File: config.mk
export PLATFORM = sky130hd
export DESIGN_NAME = alu_seq
export DESIGN_NICKNAME = d
export VERILOG_FILES = /design/src/rtl/alu_seq.sv
export SDC_FILE = /design/constraint.sdc
export NUM_CORES = 1
export LEC_CHECK = 0
export ABC_AREA = 1
export ABC_CLOCK_PERIOD_IN_PS = 4400
export BUFFER_PORTS_ARGS = -buffer_cell sky130_fd_sc_hd__buf_4
export CORE_UTILIZATION = 30
export CTS_CLUSTER_SIZE = 10
export DETAILED_ROUTE_END_ITERATION = 6
export PLACE_DENSITY = 0.49
export SLEW_MARGIN = 20
export SYNTH_ARGS = -nofsm -noshare
export SYNTH_HDL_FRONTEND = slang
export SYNTH_SLANG_ARGS = --single-unit
File: constraint.sdc
create_clock -name clk -period 4.4 [get_ports clk]
set_clock_uncertainty 0.05 [all_clocks]
set_input_delay 0 -clock clk [delete_from_list [all_inputs] [get_ports clk]]
set_output_delay 0 -clock clk [all_outputs]
set_load 0.1 [all_outputs]
File: src/rtl/alu_seq.sv
// alu_seq: sequences one wide command through an external 8-bit ALU, LSB byte first,
// and returns the assembled result and flags over a valid/ready response port.
`default_nettype none

module alu_seq #(
  parameter  int NBYTES = 4,
  localparam int W      = 8 * NBYTES
) (
  input  logic         clk,
  input  logic         rst_n,
  input  logic         cmd_valid,
  output logic         cmd_ready,
  input  logic [2:0]   cmd_sel,
  input  logic         cmd_cin,
  input  logic [W-1:0] cmd_a,
  input  logic [W-1:0] cmd_b,
  output logic         rsp_valid,
  input  logic         rsp_ready,
  output logic [W-1:0] rsp_data,
  output logic         rsp_c,
  output logic         rsp_n,
  output logic         rsp_v,
  output logic         rsp_z,
  output logic         alu_s2,
  output logic         alu_s1,
  output logic         alu_s0,
  output logic         alu_cin,
  output logic [7:0]   alu_a,
  output logic [7:0]   alu_b,
  input  logic [7:0]   alu_op,
  input  logic         alu_c,
  input  logic         alu_v
);

  localparam int IW = (NBYTES > 1) ? $clog2(NBYTES) : 1;
  localparam logic [IW-1:0] LAST = IW'(NBYTES - 1);

  typedef enum logic [1:0] {IDLE, RUN, DONE} state_t;

  state_t        state;
  logic [IW-1:0] idx;
  logic [2:0]    sel_r;
  logic          cin_r;
  logic [W-1:0]  a_r;
  logic [W-1:0]  b_r;
  logic [W-1:0]  result;
  logic          carry_r;
  logic          zacc;
  logic          fc;
  logic          fv;

  logic          run;
  logic          done;
  logic [IW+2:0] bit_base;

  assign run      = (state == RUN);
  assign done     = (state == DONE);
  assign bit_base = {idx, 3'b000};

  always_ff @(posedge clk or negedge rst_n) begin
    if (!rst_n) begin
      state   <= IDLE;
      idx     <= '0;
      sel_r   <= '0;
      cin_r   <= 1'b0;
      a_r     <= '0;
      b_r     <= '0;
      result  <= '0;
      carry_r <= 1'b0;
      zacc    <= 1'b0;
      fc      <= 1'b0;
      fv      <= 1'b0;
    end else begin
      case (state)
        IDLE: begin
          if (cmd_valid) begin
            sel_r  <= cmd_sel;
            cin_r  <= cmd_cin;
            a_r    <= cmd_a;
            b_r    <= cmd_b;
            result <= '0;
            zacc   <= 1'b1;
            idx    <= '0;
            state  <= RUN;
          end
        end
        RUN: begin
          result[bit_base +: 8] <= alu_op;
          carry_r               <= alu_c;
          zacc                  <= zacc & (alu_op == 8'd0);
          if (idx == LAST) begin
            fc    <= alu_c;
            fv    <= alu_v;
            state <= DONE;
          end else begin
            idx <= idx + 1'b1;
          end
        end
        DONE: begin
          if (rsp_ready) state <= IDLE;
        end
        default: state <= IDLE;
      endcase
    end
  end

  assign cmd_ready = (state == IDLE);

  // In logic mode the carry-in is a function select, so it never chains.
  assign alu_cin = run & ((sel_r[2] || idx == '0) ? cin_r : carry_r);
  assign alu_a   = run ? a_r[bit_base +: 8] : 8'd0;
  assign alu_b   = run ? b_r[bit_base +: 8] : 8'd0;
  assign alu_s2  = run & sel_r[2];
  assign alu_s1  = run & sel_r[1];
  assign alu_s0  = run & sel_r[0];

  assign rsp_valid = done;
  assign rsp_data  = done ? result : '0;
  assign rsp_n     = done & result[W-1];
  assign rsp_z     = done & zacc;
  assign rsp_c     = done & ~sel_r[2] & fc;
  assign rsp_v     = done & ~sel_r[2] & fv;

endmodule

`default_nettype wire

==> run_summary.xml <==
<?xml version="1.0" encoding="UTF-8"?>
<metrics>
  <group name="timing">
    <metric name="drv_slew" unit="">0</metric>
    <metric name="clock.fmax" unit="MHz">391</metric>
    <metric name="timing.final.hold_violations" unit="">0</metric>
    <metric name="finalCritPeriodShare" unit="">0.582</metric>
    <metric name="max_slew_margin" unit="">0.346</metric>
    <metric name="finalCriticalPeriod" unit="ns">2.56</metric>
    <metric name="setup_viol_count_final" unit="">0</metric>
    <metric name="grt_setup_unrepaired" unit="">false</metric>
    <metric name="worst-slew-pin-transition" unit="ns">0.979</metric>
    <metric name="setup-tns-final" unit="ns">0</metric>
    <metric name="post-route-worst-setup-slack" unit="ns">1.84</metric>
  </group>
  <group name="power_and_ir_drop">
    <metric name="power.share.switching" unit="">0.511</metric>
    <metric name="pwr-share-comb" unit="">0.550</metric>
    <metric name="fin_total_pwr" unit="mW">5.32</metric>
    <metric name="power-per-cell-area" unit="nW/µm²">696</metric>
    <metric name="ir_drop" unit="mV">0.633</metric>
    <metric name="power_frac_clock" unit="">0.165</metric>
    <metric name="intPower" unit="mW">2.60</metric>
    <metric name="pwr-share-seq" unit="">0.285</metric>
    <metric name="netSwitchingPower" unit="mW">2.72</metric>
    <metric name="cellLeakagePower" unit="nW">3.93</metric>
  </group>
  <group name="clocking">
    <metric name="clock_insertion_delay_worst_skew" unit="ns">0.34</metric>
    <metric name="numCtsBuffers" unit="">9</metric>
    <metric name="h-tree-depth" unit="">3</metric>
    <metric name="clk_root_buffer_cell" unit="">sky130_fd_sc_hd__clkbuf_16</metric>
    <metric name="max-clock-path-buffers" unit="">2</metric>
    <metric name="clk_pin_slew_worst_paths" unit="ns">0.07</metric>
    <metric name="tritoncts" unit="">built</metric>
    <metric name="cts.repair_timing.setup_buffer_count" unit="">0</metric>
    <metric name="post_cts_resize_count" unit="">0</metric>
    <metric name="clock-sinks" unit="">108</metric>
  </group>
  <group name="place">
    <metric name="placement.cell_area" unit="µm²">6530</metric>
    <metric name="placement_stage_worst_setup_slack" unit="ns">1.78</metric>
    <metric name="port_buffers" unit="">139</metric>
    <metric name="post_detailed_placement_half_perimeter_wirelength" unit="µm">9560</metric>
    <metric name="place_congestion" unit="">0.777</metric>
  </group>
  <group name="global_routing">
    <metric name="grt_util_all_layers" unit="">0.171</metric>
    <metric name="global_route_wire_length_before_repair" unit="µm">24400</metric>
    <metric name="grt-ovfl-total" unit="">0</metric>
    <metric name="antenna_found_initial" unit="">0</metric>
    <metric name="grt_max_degree" unit="">95</metric>
    <metric name="vias_in_the_first_global_route" unit="">4950</metric>
  </group>
  <group name="final_layout">
    <metric name="finish.instance_area" unit="µm²">7650</metric>
    <metric name="finalNetCount" unit="">1025</metric>
    <metric name="filler_cell_count" unit="">1788</metric>
    <metric name="layout.cells.most_common_list" unit="">sky130_fd_sc_hd__nand2_1, sky130_fd_sc_hd__buf_4, sky130_fd_sc_hd__dfrtp_1, sky130_fd_sc_hd__inv_1, sky130_fd_sc_hd__nor2_1</metric>
    <metric name="syn2layout_area_growth" unit="%">42.9</metric>
    <metric name="antenna_cells_inserted" unit="">0</metric>
    <metric name="ratio_of_cells_with_drive_above_1_in_the_final_layout" unit="">0.180</metric>
    <metric name="final_common_cell" unit="">sky130_fd_sc_hd__nand2_1</metric>
  </group>
  <group name="route">
    <metric name="drt_drc_violations_left" unit="">0</metric>
    <metric name="first_iter_violations" unit="">239</metric>
    <metric name="average_wire_per_cell_in_the_routed_design" unit="µm">12.6</metric>
    <metric name="via_count" unit="">4990</metric>
    <metric name="drt-vias-per-instance" unit="">4.28</metric>
    <metric name="detail_route.wirelength" unit="µm">14700</metric>
    <metric name="detail_route.first_pass.iterations" unit="">4</metric>
    <metric name="drt.antenna.violating_nets" unit="">0</metric>
  </group>
  <group name="synth">
    <metric name="synth-edff-count" unit="">0</metric>
    <metric name="yosys_warnings" unit="">0</metric>
    <metric name="synthFlopType" unit="">sky130_fd_sc_hd__dfrtp_1</metric>
    <metric name="synth.net_count" unit="">823</metric>
    <metric name="post_synthesis_register_bit_count" unit="">108</metric>
    <metric name="synth_area_per_cell" unit="µm²">7.28</metric>
    <metric name="async_reset_ff_frac" unit="">1.00</metric>
    <metric name="syn_inst" unit="">735</metric>
    <metric name="synth.cell_area" unit="µm²">5350</metric>
    <metric name="sequential_cell_area_fraction_in_the_yosys_report" unit="">0.505</metric>
    <metric name="synth_cell_types" unit="">21</metric>
  </group>
  <group name="floorplan">
    <metric name="fp-row-count" unit="">48</metric>
    <metric name="die_area" unit="µm²">18400</metric>
    <metric name="die_w" unit="µm">136</metric>
    <metric name="num_io_pins" unit="">140</metric>
    <metric name="die_h" unit="µm">136</metric>
    <metric name="floorplan.initialDensity" unit="">0.308</metric>
    <metric name="core_area" unit="µm²">17400</metric>
  </group>
  <group name="critical_path">
    <metric name="setup.worst_path.end" unit="">a_r[15]</metric>
    <metric name="worstReg2RegEnd" unit="">a_r[15]</metric>
    <metric name="critPathRequiredTime" unit="ns">4.62</metric>
    <metric name="reg2reg_setup_slack" unit="ns">1.84</metric>
    <metric name="critical_path.reg2reg.startpoint" unit="">state[1]</metric>
    <metric name="timing.critical_path.from" unit="">state[1]</metric>
    <metric name="crit_arrival" unit="ns">2.78</metric>
    <metric name="end_kind" unit="">flop</metric>
    <metric name="length_in_cells_of_the_worst_reg_to_reg_path" unit="">6</metric>
    <metric name="crit_fanout" unit="">94</metric>
    <metric name="timing.critical_path.from_type" unit="">flop</metric>
    <metric name="start_to_end_type_of_the_worst_setup_path" unit="">reg -&gt; reg</metric>
  </group>
  <group name="status">
    <metric name="outcome" unit="">completed</metric>
  </group>
  <group name="flow_run">
    <metric name="maxCapViolations" unit="">0</metric>
  </group>
  <group name="hold_path">
    <metric name="min-delay-path-class" unit="">in -&gt; async</metric>
  </group>
</metrics>
metrics by stage:
stage / util / cells / hold slack [ns]
finish: 0.441 / 1167 / 0.242
floorplan: - / 735 / -0.346
global placement: 0.376 / 1071 / 0.104
detailed placement: 0.376 / 1071 / 0.108
CTS: 0.441 / 1167 / 0.272
global route: 0.441 / 1167 / 0.336
power by group through the flow:
stage | Combinational [mW] | Clock (mW) | Sequential [mW]
2_1_floorplan | 2.30 | 0 | 1.50
3_3_place_gp | 2.89 | 0 | 1.53
3_5_place_dp | 2.90 | 0 | 1.53
4_1_cts | 2.97 | 0.899 | 1.52
5_1_grt | 3.22 | 0.933 | 1.56
6_report | 2.93 | 0.877 | 1.52
kinds of logic (layout without fill, tap and decap cells):
| family | after synthesis | count (layout) | synth area share |
|---|---|---|---|
| AOI/OAI and AO/OA | 79 | 79 | 0.0739 |
| adders and majority gates | 6 | 6 | 0.0140 |
| buffers and inverters | 140 | 347 | 0.110 |
| DFF | 108 | 108 | 0.505 |
| and+or+nand+nor | 402 | 402 | 0.297 |
registers in the layout (all words and copies together), names as in the netlist, 2 cells and up:
signal / flops
a_r: 32
b_r: 32
result: 32
sel_r: 3
state: 2
idx: 2
worst min path at each step:
stage / from / end / slack (ns)
2_1_floorplan: rst_n / a_r[0] / -0.35
4_1_cts: rst_n / result[3] / 0.27
5_1_grt: rst_n / result[3] / 0.34
3_5_place_dp: rst_n / result[2] / 0.11
6_report: rst_n / result[2] / 0.24
3_3_place_gp: rst_n / result[2] / 0.10
per-layer routing:
layer  share of wire  global-route usage  up-vias
li1                -                   -     2617
met4           0.016              0.0574        0
met2            0.47               0.285      119
met1            0.48               0.227     2237
met3           0.039              0.0251       17
met5               0                   0        -
worst max-delay path, stage by stage (launching register included):
cell and delay (ns):
sky130_fd_sc_hd__dfrtp_1 0.44, sky130_fd_sc_hd__nor2_2 0.14, sky130_fd_sc_hd__nand2_2 0.38, sky130_fd_sc_hd__clkinv_2 0.41
sky130_fd_sc_hd__buf_4 0.74, sky130_fd_sc_hd__nand2_1 0.14, sky130_fd_sc_hd__o21ai_1 0.11
final cells by class:
class	instances	area, µm²	area share
Timing Repair Buffer	224	1880	0.246
Inverter	107	403	0.0527
Tap cell	225	282	0.0368
Clock buffer	10	229	0.0299
Clock inverter	6	88.8	0.0116
Sequential cell	108	2700	0.354
Multi-Input combinational cell	487	2060	0.269
cell usage after synthesis, types with 2 or more instances:
master                     instances  area, µm²
sky130_fd_sc_hd__a21oi_1          17       85.1
sky130_fd_sc_hd__buf_1             4       15.0
sky130_fd_sc_hd__buf_2            17       85.1
sky130_fd_sc_hd__buf_4             9       67.6
sky130_fd_sc_hd__clkbuf_1          2       7.51
sky130_fd_sc_hd__dfrtp_1         108       2700
sky130_fd_sc_hd__ha_1              6       75.1
sky130_fd_sc_hd__inv_1           104        390
sky130_fd_sc_hd__inv_2             3       11.3
sky130_fd_sc_hd__nand2_1         266        998
sky130_fd_sc_hd__nand2_2           2       12.5
sky130_fd_sc_hd__nand3_1          33        165
sky130_fd_sc_hd__nand3b_1          2       15.0
sky130_fd_sc_hd__nor2_1           92        345
sky130_fd_sc_hd__nor2_2            3       18.8
sky130_fd_sc_hd__nor3b_1           2       15.0
sky130_fd_sc_hd__o21ai_0          23        115
sky130_fd_sc_hd__o21ai_1          39        195
timing repair:
item                                    4_1_cts  5_1_grt
hold buffers                                 80        0
endpoints found under the setup margin        0        0
endpoints found under the hold margin       148        0
Note: power is estimated with default switching activity, not from simulation.
